[config.mk]
export PLATFORM = sky130hd
export DESIGN_NAME = elastic_align_ctrl
export DESIGN_NICKNAME = d
export VERILOG_FILES = /design/src/rtl/elastic_align_ctrl_pkg.sv /design/src/rtl/elastic_align_ctrl_sat_counter.sv /design/src/rtl/elastic_align_ctrl.sv
export SDC_FILE = /design/constraint.sdc
export NUM_CORES = 1
export LEC_CHECK = 0
export BUFFER_PORTS_ARGS = -buffer_cell sky130_fd_sc_hd__buf_4
export CORE_ASPECT_RATIO = 1.75
export CORE_MARGIN = 5
export CORE_UTILIZATION = 30
export DETAILED_ROUTE_END_ITERATION = 8
export GPL_ROUTABILITY_DRIVEN = 0
export GPL_TIMING_DRIVEN = 0
export PLACE_DENSITY_LB_ADDON = 0.08
export SYNTH_ARGS = -nofsm -noshare
export SYNTH_HDL_FRONTEND = slang
export SYNTH_SLANG_ARGS = --single-unit
[constraint.sdc]
create_clock -name clk -period 2.4 [get_ports clk]
set_input_delay 0.48 -clock clk [delete_from_list [all_inputs] [get_ports clk]]
set_output_delay 0.48 -clock clk [all_outputs]
set_load 0.005 [all_outputs]
[src/rtl/elastic_align_ctrl_pkg.sv]
// Shared definitions for the RX elastic-buffer link supervisor: ALIGNp primitive,
// FSM state codes and the registered input word with its qualifier functions.
package elastic_align_ctrl_pkg;

    localparam logic [31:0] ALIGN_PRIM = 32'h7B4A_4ABC;

    typedef enum logic [2:0] {
        ST_WAIT    = 3'd0,
        ST_SYNC    = 3'd1,
        ST_LOCKED  = 3'd2,
        ST_REALIGN = 3'd3,
        ST_HOLDOFF = 3'd4
    } state_t;

    typedef struct packed {
        logic        en;
        logic        clear_cnt;
        logic        isaligned;
        logic [31:0] data;
        logic [3:0]  charisk;
        logic [3:0]  notintable;
        logic [3:0]  disperror;
        logic        full;
        logic        empty;
    } rx_word_t;

    // A dword carrying any code error can never qualify as ALIGNp.
    function automatic logic is_alignp(input rx_word_t w);
        return (w.data == ALIGN_PRIM) && (w.charisk == 4'h1) &&
               (w.notintable == 4'h0) && (w.disperror == 4'h0);
    endfunction

    function automatic logic is_code_err(input rx_word_t w);
        return (|w.notintable) | (|w.disperror);
    endfunction

endpackage

[src/rtl/elastic_align_ctrl_sat_counter.sv]
// Saturating up-counter for link statistics; clear has priority over increment.
module sat_counter #(
    parameter int WIDTH = 16
) (
    input  logic             clk,
    input  logic             rst,
    input  logic             inc,
    input  logic             clr,
    output logic [WIDTH-1:0] q
);

    always_ff @(posedge clk) begin
        if (rst || clr)
            q <= '0;
        else if (inc && (q != '1))
            q <= q + WIDTH'(1);
    end

endmodule

[src/rtl/elastic_align_ctrl.sv]
// Link supervisor on the rclk side of the RX elastic buffer: qualifies ALIGNp cadence,
// code errors and slips, declares link_ok, and requests a PHY realign on loss of lock.
module elastic_align_ctrl
    import elastic_align_ctrl_pkg::*;
#(
    parameter int ALIGN_PERIOD_MAX = 256,
    parameter int LOCK_ALIGNS      = 2,
    parameter int ERR_THRESHOLD    = 4,
    parameter int HOLDOFF_CYCLES   = 1024,
    parameter int CNT_WIDTH        = 16
) (
    input  logic                 clk,
    input  logic                 rst,
    input  logic                 en,
    input  logic                 clear_cnt,
    input  logic                 isaligned_in,
    input  logic [31:0]          data_in,
    input  logic [3:0]           charisk_in,
    input  logic [3:0]           notintable_in,
    input  logic [3:0]           disperror_in,
    input  logic                 full_in,
    input  logic                 empty_in,
    output logic                 realign_req,
    output logic                 link_ok,
    output logic [2:0]           state,
    output logic [CNT_WIDTH-1:0] err_cnt,
    output logic [CNT_WIDTH-1:0] slip_cnt,
    output logic [CNT_WIDTH-1:0] realign_cnt
);

    localparam int DW_W  = $clog2(ALIGN_PERIOD_MAX + 1);
    localparam int AS_W  = $clog2(LOCK_ALIGNS + 1);
    localparam int ACC_W = $clog2(ERR_THRESHOLD + 1);
    localparam int HO_W  = $clog2(HOLDOFF_CYCLES + 1);

    localparam logic [DW_W-1:0]  DW_LAST = DW_W'(ALIGN_PERIOD_MAX - 1);
    localparam logic [HO_W-1:0]  HO_LAST = HO_W'(HOLDOFF_CYCLES - 1);
    localparam logic [AS_W-1:0]  AS_LOCK = AS_W'(LOCK_ALIGNS);
    localparam logic [ACC_W-1:0] ACC_MAX = ACC_W'(ERR_THRESHOLD);

    rx_word_t         rx_q;
    state_t           state_q, state_nx;
    logic [AS_W-1:0]  seen, seen_nx;
    logic [ACC_W-1:0] acc, acc_nx;
    logic [DW_W-1:0]  dw_cnt;
    logic [HO_W-1:0]  ho_cnt;

    logic alignp, code_err, slip, missing, err_event, hold;

    always_ff @(posedge clk) begin
        if (rst)
            rx_q <= '0;
        else
            rx_q <= '{en: en, clear_cnt: clear_cnt, isaligned: isaligned_in,
                      data: data_in, charisk: charisk_in, notintable: notintable_in,
                      disperror: disperror_in, full: full_in, empty: empty_in};
    end

    assign alignp    = is_alignp(rx_q);
    assign code_err  = is_code_err(rx_q);
    assign slip      = rx_q.full | rx_q.empty;
    // Dword counter parks at its last value, so missing repeats every dword until ALIGNp returns.
    assign missing   = (dw_cnt == DW_LAST) && !alignp;
    assign err_event = code_err | slip | missing;
    assign hold      = (state_q == ST_HOLDOFF);

    always_comb begin
        state_nx = state_q;
        seen_nx  = seen;
        acc_nx   = '0;
        case (state_q)
            ST_WAIT: begin
                seen_nx = '0;
                if (rx_q.isaligned)
                    state_nx = ST_SYNC;
            end
            ST_SYNC: begin
                if (err_event || !rx_q.isaligned) begin
                    state_nx = ST_REALIGN;
                end else if (alignp) begin
                    seen_nx = seen + AS_W'(1);
                    if (seen_nx == AS_LOCK)
                        state_nx = ST_LOCKED;
                end
            end
            ST_LOCKED: begin
                // Error and ALIGNp in the same dword cancel out.
                acc_nx = acc;
                if (err_event && !alignp)
                    acc_nx = acc + ACC_W'(1);
                else if (alignp && !err_event && (acc != '0))
                    acc_nx = acc - ACC_W'(1);
                if ((acc_nx == ACC_MAX) || !rx_q.isaligned)
                    state_nx = ST_REALIGN;
            end
            ST_REALIGN: state_nx = ST_HOLDOFF;
            ST_HOLDOFF: begin
                if (ho_cnt == HO_LAST)
                    state_nx = ST_WAIT;
            end
            default: state_nx = ST_WAIT;
        endcase
        if (!rx_q.en)
            state_nx = ST_WAIT;
    end

    always_ff @(posedge clk) begin
        if (rst) begin
            state_q     <= ST_WAIT;
            seen        <= '0;
            acc         <= '0;
            dw_cnt      <= '0;
            ho_cnt      <= '0;
            link_ok     <= 1'b0;
            realign_req <= 1'b0;
        end else begin
            state_q     <= state_nx;
            seen        <= seen_nx;
            acc         <= acc_nx;
            link_ok     <= (state_nx == ST_LOCKED);
            realign_req <= (state_nx == ST_REALIGN);
            if (alignp || (state_nx != state_q))
                dw_cnt <= '0;
            else if (dw_cnt != DW_LAST)
                dw_cnt <= dw_cnt + DW_W'(1);
            if (!hold)
                ho_cnt <= '0;
            else
                ho_cnt <= ho_cnt + HO_W'(1);
        end
    end

    assign state = state_q;

    sat_counter #(.WIDTH(CNT_WIDTH)) u_err_cnt (
        .clk(clk), .rst(rst), .inc(code_err && !hold), .clr(rx_q.clear_cnt), .q(err_cnt)
    );

    sat_counter #(.WIDTH(CNT_WIDTH)) u_slip_cnt (
        .clk(clk), .rst(rst), .inc(slip && !hold), .clr(rx_q.clear_cnt), .q(slip_cnt)
    );

    sat_counter #(.WIDTH(CNT_WIDTH)) u_realign_cnt (
        .clk(clk), .rst(rst), .inc(state_q == ST_REALIGN), .clr(rx_q.clear_cnt), .q(realign_cnt)
    );

endmodule

# Word-level counts from Yosys, hierarchy flattened
# Cells that the tools add are included.
# word_totals
regBits	127
# op_classes
add_sub_neg	8
n_eq_ne	19
mux	14
bitwise	6
n_reduce_logical	31
# op_table
op	count
$add A16 B1 Y16 const B	3
$ne A16 B16 Y1 const B	3
$eq A32 B31 Y1 const B	1
$mux W3	10
$pmux W3 S5	1
$eq A3 B2 Y1 const B	4
$logic_and A1 B1 Y1	12
$add A11 B1 Y11 const B	1
$eq A11 B10 Y1 const B	1
$add A9 B1 Y9 const B	1
$eq A9 B8 Y1 const B	1
$ne A9 B8 Y1 const B	1
$logic_not A4 Y1	2
$reduce_or A4 Y1	2
$eq A3 B3 Y1 const B	2
$reduce_or A2 Y1	3
$eq A4 B1 Y1 const B	1
$logic_not A1 Y1	4
$logic_or A1 B1 Y1	4
$mux W2	2
$ne A2 B2 Y1 const B	2
$or A1 B1 Y1	4
$pmux W2 S2	1
$add A3 B1 Y3 const B	1
other kinds (10)	11

# Longest topological paths before layout
# Gate-level depths: netlist of the first run.
# logic_depth
word_depth	21
ltp_mapped	14
ltp_nobuf	12

# By module
# A second synthesis of the first run with hierarchy kept.
# hier_totals
hier_cells	601
area_unflattened_um2	5564.1
# modules_own_cells
mod	instances	cells_per_inst	area_each_um2	seq_area_each_um2
elastic_align_ctrl	1	316	3022.9	1581.5
sat_counter	3	95	847.1	320.3

# Worst setup path before layout of the first run
# Ideal clock, no wire load.
# synth_path
path_type	register to register
from	register dw_cnt[0]
to	register dw_cnt[1]
arrival_ns	2.443
required_ns	2.281
setup_slack_ns	-0.162
stages_incl_launch_ff	14
path_buffers	2
cell_sequence	dfxtp_1 -> ha_1 -> nand3_1 -> nor2_1 -> ha_1 -> clkbuf_1 -> or3_1 -> o211ai_1 -> o32ai_4 -> a221oi_2 -> o21a_1 -> o31a_1 -> buf_6 -> nor3b_2
# synth_between
elab_chain_cells	17
elab_cells_between_ends	22
cone_classes	1 x add/sub; 4 x eq/ne; 7 x mux; 1 x bitwise; 9 x reduce/logical
# synth_lines
item	line	text
start, declared	elastic_align_ctrl.sv:45	logic [DW_W-1:0] dw_cnt;
start signal, assigned	elastic_align_ctrl.sv:125	dw_cnt <= dw_cnt + DW_W'(1);
$eq A9 B8 Y1	elastic_align_ctrl.sv:63	assign missing = (dw_cnt == DW_LAST) && !alignp;
$logic_and A1 B1 Y1	elastic_align_ctrl.sv:63	
$or A1 B1 Y1	elastic_align_ctrl.sv:64	assign err_event = code_err | slip | missing;
$logic_not A1 Y1	elastic_align_ctrl.sv:91	else if (alignp && !err_event && (acc != '0))
$logic_and A1 B1 Y1 (2 in series)	elastic_align_ctrl.sv:91	
$mux W3	elastic_align_ctrl.sv:91	
$mux W3	elastic_align_ctrl.sv:89	if (err_event && !alignp)
$mux W3	elastic_align_ctrl.sv:71	case (state_q)
$eq A3 B3 Y1	elastic_align_ctrl.sv:93	if ((acc_nx == ACC_MAX) || !rx_q.isaligned)
$logic_or A1 B1 Y1	elastic_align_ctrl.sv:93	
$mux W3	elastic_align_ctrl.sv:93	
$pmux W3 S5	elastic_align_ctrl.sv:71	
$mux W3	elastic_align_ctrl.sv:103	if (!rx_q.en)
$ne A3 B3 Y1	elastic_align_ctrl.sv:122	if (alignp || (state_nx != state_q))
$logic_or A1 B1 Y1	elastic_align_ctrl.sv:122	
$reduce_or A2 Y1 (no line)	-	
# Several ways; a longest one is shown, not always the timed one. The select of a mux whose other input is x is not followed.
# A chain may end at the register's enable or synchronous reset.

# Worst setup path in the final report of the first run
# layout_path
from	register acc[0]
to	register dw_cnt[1]
# layout_between
elab_chain_cells	13
elab_cells_between_ends	15
cone_classes	2 x add/sub; 2 x eq/ne; 6 x mux; 5 x reduce/logical
# layout_lines
item	line	text
start, declared	elastic_align_ctrl.sv:44	logic [ACC_W-1:0] acc, acc_nx;
start signal, assigned	elastic_align_ctrl.sv:119	acc <= acc_nx;
branches (longest 3 deep; another with $sub A3 B1 Y3)	-	
$mux W3 (*)	elastic_align_ctrl.sv:89	
$mux W3 (*)	elastic_align_ctrl.sv:71	
$eq A3 B3 Y1 (*)	elastic_align_ctrl.sv:93	
$logic_or A1 B1 Y1 (*)	elastic_align_ctrl.sv:93	
$mux W3 (*)	elastic_align_ctrl.sv:93	
$pmux W3 S5 (*)	elastic_align_ctrl.sv:71	
$mux W3 (*)	elastic_align_ctrl.sv:103	
$ne A3 B3 Y1 (*)	elastic_align_ctrl.sv:122	
$logic_or A1 B1 Y1 (*)	elastic_align_ctrl.sv:122	
$reduce_or A2 Y1 (no line) (*)	-	
# Every way passes the cells marked *. The select of a mux whose other input is x is not followed.

==> metrics.cfg, run 1 <==
[cts]
cts_tree=done
cts.clk_slew.worst_paths_ps=60
h-tree-depth=4
cts.sinks=127
cts_buffers=17
insertion_delay_ps=410
clockBufferDepth=2
root_buffer=clkbuf_16
cts_hold_buf=0

[synth]
synth_xor_area_frac=0.09525
synth-seq-cells=127
async_flop_share=0
avgSynthCellArea_sq_um=9.228
syn_inst=568
yosys.area_share.simple=0.2979
synthFlopType=dfxtp_1
synth.yosys.warnings=0
yosysSeqAreaShare=0.4851
synth-edff-count=0
synth_fa_ha_area_frac=0.02387
synth_most_common_cell=dfxtp_1
synth_area_leader_cell=dfxtp_1
netlist-cell-type-count=59
synthTopCellsByArea=dfxtp_1 49%, nor2_1 6.3%, nor2b_1 6.1%, xor2_1 5.2%, xnor2_1 4.3%
synth_top_family_by_area=simple AND/OR/NAND/NOR gates
synthesis.nets=629
syn_area_sq_um=5241
synth_top_area_frac=0.4851
synth_compound_area_frac=0.05968
synthTopCellsByCount=127 x dfxtp_1, 88 x nor2_1, 51 x nor2b_1
synthMuxAreaShare=0.01146

[floorplan]
die_y_um=184.9
coreArea_sq_um=17380
start_util=0.3016
rows=64
ios=104
die_area_sq_um=20320
die_x_um=109.9

[critical_path]
startpoint_type=flop
crit_chain=inv_2 -> ha_1 -> nand2b_1 -> nand3_2 -> or3_4 -> o32ai_4 -> a221oi_2 -> o21a_1 -> o31a_1 -> buf_6 -> nor3b_2
crit_slowest_cell=or3_4
crit_family=compound AO/OA/AOI/OAI gates
path_class=flop to flop
cpPeakStageDelay_ps=420
rr_startpoint=acc[0]
required_ps=2730
cp_max_fo=5
end_kind=flop
cp-startpoint=acc[0]
crit_buf_inv=2
cp.arrival_ps=2870

[grt]
grt_pass1_wl_mm=21.00
grt_overflow=0
antenna_found_initial=0
gr-max-usage-layer=met2
grt_max_degree=17
grt_pass1_vias=4427
grtUsageMet2=0.2524
grt_use_met3=0.02860
grtUsageMet1=0.1350
track_usage=0.1321

[drt]
dr.pass1.iters=4
wirelength_mm=13.04
routedWlPerCell_um=13.50
antenna_left=0
drtIter0Drc=183
dr_total_vias=4332
via_per_inst=4.484
drc=0

[power]
leakagePower_nw=2.941
power_mw=4.904
peakVddDrop_uv=362.2
power_density_nw_per_um2=667.1

[placed_design]
dp_hpwl_mm=9.621
dp_cells=902
pre_cts_ws_ps=-396.5
portBuffers=103

[sta]
finalSetupViolations=10
rsz0062_at_grt=yes
timing.fmax_mhz=393.7
period_share=1.058
drv_slew=0
finClkSkew_ps=12.13
tightest_slew_ps=558.9
min_period_ps=2540
fin_ws_ps=-139.8
slew_headroom=0.6274
hold_viol=0

[layout]
drive_gt1_frac=0.3061
num-nets-final=783
area_delta_synth_final_pct=40.25
fin_cells=966
insertedDiodeCount=0

[job]
cap_violations=0

[outcome]
status=finished, violations left
violations=setup timing

[min_path]
min_from=data_in[28]
hold_class=input port to flop

what timing repair did:
| action | CTS | global route |
|---|---|---|
| buffers inserted | 11 | 21 |
| gates resized for setup | 21 | 23 |
| pin swaps | 12 | 21 |
| setup endpoints to repair | 20 | 29 |
| cloned | 1 | 0 |
metrics by stage:
stage	hold WS, ps	setup TNS (ps)	util	area (sq um)
floorplan	417.9	0	-	5269
global placement	431.6	-4362	0.3643	6331
finish	278.5	-1047	0.4230	7351
global route	268.7	-1924	0.4230	7351
CTS	261.0	-1813	0.4073	7078
detailed placement	442.8	-4984	0.3643	6331
layout make-up:
class	count	area, sq um
well taps	231	289.0
repair buffers	136	1037
fillers	1734	10030
plain buffers	16	68.82
multi-input cells	406	2771
flip-flops and latches	127	2554
clock inverters	14	123.9
inverters	18	67.56
clock buffers	18	439.2
routing by layer:
layer  wire, um  vias up
li1           -     2205
met1       4811     2012
met2       7361       99
met3        652       16
met4        215        0
met5          0        -
sequential cells by signal, indices dropped and copies added, names as in the netlist:
| register | cells |
|---|---|
| rx_q | 49 |
| u_err_cnt.q | 16 |
| u_realign_cnt.q | 16 |
| u_slip_cnt.q | 16 |
| ho_cnt | 11 |
| dw_cnt | 9 |
| acc | 3 |
| state | 3 |
| seen | 2 |
| link_ok | 1 |
| realign_req | 1 |
placed cells by master (no fill, tap or decap), types with 3 or more instances in the layout:
master / count
nor2_1: 82
nor4_4: 3
nand3_1: 25
o21ai_0: 10
xor2_1: 31
inv_6: 6
clkbuf_1: 13
clkinvlp_4: 3
ha_1: 8
nor3_1: 9
nor2_2: 5
xnor2_1: 26
mux2i_1: 6
nand2_1: 41
clkbuf_16: 17
or2_2: 3
buf_4: 134
inv_1: 17
dfxtp_1: 120
clkinv_4: 3
a21oi_1: 14
nor2b_1: 51
nand4_1: 6
or3_1: 8
nand2b_1: 4
and4bb_2: 4
and3_1: 10
o21a_1: 4
dfxtp_2: 6
power breakdown:
part / switching [mW] / internal, mW / leakage [nW]
sequential: 0.0362 / 2.16 / 1.04
combinational: 0.114 / 0.151 / 1.63
clock: 1.05 / 1.39 / 0.269
total: 1.20 / 3.70 / 2.94
path summary, 6_finish.rpt:
path / to / slack (ps) / cells after the start
max: dw_cnt[1] / -140 / 11
min: rx_q[42] / 280 / 2
min reg2reg: ho_cnt[0] / 450 / 1
max reg2reg: dw_cnt[1] / -140 / 11
worst reg2reg max path: stages, from the launching register on:
cell      delay [ps]
dfxtp_4          370
inv_2             50
ha_1             190
nand2b_1         140
nand3_2          100
or3_4            420
o32ai_4          290
a221oi_2          70
o21a_1           200
o31a_1           320
buf_6            150
nor3b_2          160
cell families (layout without fill, tap and decap cells):
logic type,count (synthesis),in the layout
buf+inv,35,202
mux,6,6
xor+xnor,57,57
simple gates,287,287
flops,127,127
fa+ha+maj,10,10
compound gates,46,46
(Power assumes the default switching activity.)
==> inputs of run 2 (changes only) <==
--- a/config.mk
+++ b/config.mk
@@ -6,7 +6,7 @@
 export NUM_CORES = 1
 export LEC_CHECK = 0
 export BUFFER_PORTS_ARGS = -buffer_cell sky130_fd_sc_hd__buf_4
-export CORE_ASPECT_RATIO = 1.75
+export CORE_ASPECT_RATIO = 0.6
 export CORE_MARGIN = 5
 export CORE_UTILIZATION = 30
 export DETAILED_ROUTE_END_ITERATION = 8
==> metrics.cfg, run 2 (synthesis gave the netlist of run 1 again) <==
[sta]
finClkSkew_ps=11.67  ; was 12.13 ps
timing.fmax_mhz=410.7  ; was 393.7 MHz
rsz0062_at_grt=yes  ; unchanged
tightest_slew_ps=641.7  ; was 558.9 ps
fin_ws_ps=-34.77  ; was -139.8 ps
finalSetupViolations=10  ; unchanged
slew_headroom=0.5722  ; was 0.6274
min_period_ps=2435  ; was 2540 ps
hold_viol=0  ; unchanged
drv_slew=0  ; unchanged
timing.setup.tns_ps=-251.9  ; was -1047 ps
period_share=1.014  ; was 1.058

[job]
cap_violations=0  ; unchanged

[grt]
grt_pass1_vias=4222  ; was 4427
grt_pass1_wl_mm=21.22  ; was 21.00 mm
track_usage=0.1297  ; was 0.1321
grt_overflow=0  ; unchanged
grt_max_degree=17  ; unchanged
antenna_found_initial=0  ; unchanged

[power]
leakagePower_nw=2.963  ; was 2.941 nW
power_density_nw_per_um2=723.3  ; was 667.1 nW/um^2
power_mw=5.336  ; was 4.904 mW
peakVddDrop_uv=344.3  ; was 362.2 uV

[placed_design]
dp_cells=905  ; was 902
dp_hpwl_mm=9.537  ; was 9.621 mm
pre_cts_ws_ps=-366.8  ; was -396.5 ps
portBuffers=103  ; unchanged
placed_area_sq_um=6335  ; was 6331 sq um

[layout]
final_common_cell=buf_4  ; unchanged
final_area_sq_um=7378  ; was 7351 sq um
area_delta_synth_final_pct=40.77  ; was 40.25%
drive_gt1_frac=0.2956  ; was 0.3061
fin_cells=958  ; was 966
top_register=rx_q  ; unchanged
fillers=1686  ; was 1734
layout_common_cells=122 x buf_4, 119 x dfxtp_1, 82 x nor2_1  ; was 134 x buf_4, 120 x dfxtp_1, 82 x nor2_1
insertedDiodeCount=0  ; unchanged
num-nets-final=773  ; was 783
largest_reg_flops=49  ; unchanged

[critical_path]
startpoint_type=flop  ; unchanged
rr_startpoint=rx_q[8]  ; was acc[0]
cp_max_fo=6  ; was 5
required_ps=2690  ; was 2730 ps
regToRegSetupSlack_ps=-30  ; was -140 ps
reg2reg_depth=9  ; was 11
r2r-end=dw_cnt[1]  ; unchanged
end_kind=flop  ; unchanged
cp.arrival_ps=2730  ; was 2870 ps
path_class=flop to flop  ; unchanged

[cts]
insertion_delay_ps=410  ; about the same
clockBufferDepth=2  ; unchanged
root_buffer=clkbuf_16  ; unchanged
cts_buffers=17  ; unchanged
cts.clk_slew.worst_paths_ps=60  ; about the same
cts.sinks=127  ; unchanged
cts_tree=done  ; unchanged
h-tree-depth=4  ; unchanged

[drt]
dr_wl_met2_mm=5.318  ; was 7.361 mm
routedWlPerCell_um=13.50  ; about the same
highest_layer=met4  ; unchanged
dr_total_vias=4259  ; was 4332
dr.pass1.iters=4  ; unchanged
met3_length_um=596  ; was 652 um
wl_met1_mm=6.880  ; was 4.811 mm
wirelength_mm=12.94  ; was 13.04 mm
drc=0  ; unchanged
via_per_inst=4.446  ; was 4.484
antenna_left=0  ; unchanged
drtIter0Drc=238  ; was 183

[min_path]
hold_end=rx_q[22]  ; was rx_q[42]
hold_class=input port to flop  ; unchanged
min_from=data_in[8]  ; was data_in[28]
hold_depth=2  ; unchanged

[floorplan]
rows=37  ; was 64
die_y_um=112.4  ; was 184.9 um
die_x_um=180.6  ; was 109.9 um
ios=104  ; unchanged
die_area_sq_um=20300  ; was 20320 sq um
coreArea_sq_um=17130  ; was 17380 sq um
start_util=0.3060  ; was 0.3016

[outcome]
status=finished, violations left  ; unchanged
violations=setup timing  ; unchanged

[run 2: power by group]
group          total, mW  switching [mW]  internal, mW
sequential          2.20          0.0357          2.16
clock               2.87           0.972          1.90
combinational      0.262           0.114         0.148
[run 2: metal layers]
| layer | global-route usage | vias to the layer above |
|---|---|---|
| li1 | - | 2189 |
| met1 | 0.1883 | 1973 |
| met2 | 0.1839 | 80 |
| met3 | 0.03983 | 17 |
| met4 | 0.03877 | 0 |
| met5 | 0 | - |
[run 2: what timing repair did]
| action | CTS | global route |
|---|---|---|
| hold buffers | 0 | 0 |
| setup endpoints to repair | 23 | 28 |
| hold endpoints to repair | 0 | 0 |
| pin swaps | 16 | 18 |
| setup buffers | 10 | 12 |
| gates cloned | 1 | 0 |
| resized for setup | 25 | 25 |
[run 2: layout make-up]
| class | instances | area [sq um] | share of cell area |
|---|---|---|---|
| buffer | 16 | 68.82 | 0.009327 |
| clock buffer | 19 | 452.9 | 0.06139 |
| clock inverter | 12 | 207.7 | 0.02815 |
| inverter | 18 | 67.56 | 0.009157 |
| multi-input combinational | 406 | 2770 | 0.3754 |
| sequential | 127 | 2557 | 0.3466 |
| tap | 234 | 292.8 | 0.03968 |
| timing repair buffer | 126 | 960.9 | 0.1302 |
[run 2: stage by stage]
stage / hold slack, ps / utilization
2_1_floorplan: 417.9 / -
3_3_place_gp: 431.4 / 0.3698
3_5_place_dp: 450.7 / 0.3698
4_1_cts: 260.0 / 0.4192
5_1_grt: 270.0 / 0.4308
6_report: 280.2 / 0.4308
[run 2: worst max-delay path: stages, from the launching register on]
cell	delay, ps
dfxtp_1	320
nor4_4	400
nand2_4	130
or3_4	420
o21a_1	220
a221oi_2	270
o21a_1	160
o31a_1	210
buf_6	150
nor3b_2	40
[run 2: how the worst max path moves through the flow]
stage / from / end / slack (ps) / cells past startpoint
finish: rx_q[8] / dw_cnt[1] / -30 / 9
CTS: dw_cnt[5] / dw_cnt[1] / -190 / 13
global route: rx_q[26] / dw_cnt[1] / -160 / 9
detailed placement: u_err_cnt.q[0] / u_err_cnt.q[11] / -370 / 9
floorplan: dw_cnt[0] / dw_cnt[1] / 20 / 14
global placement: dw_cnt[0] / dw_cnt[1] / -350 / 14
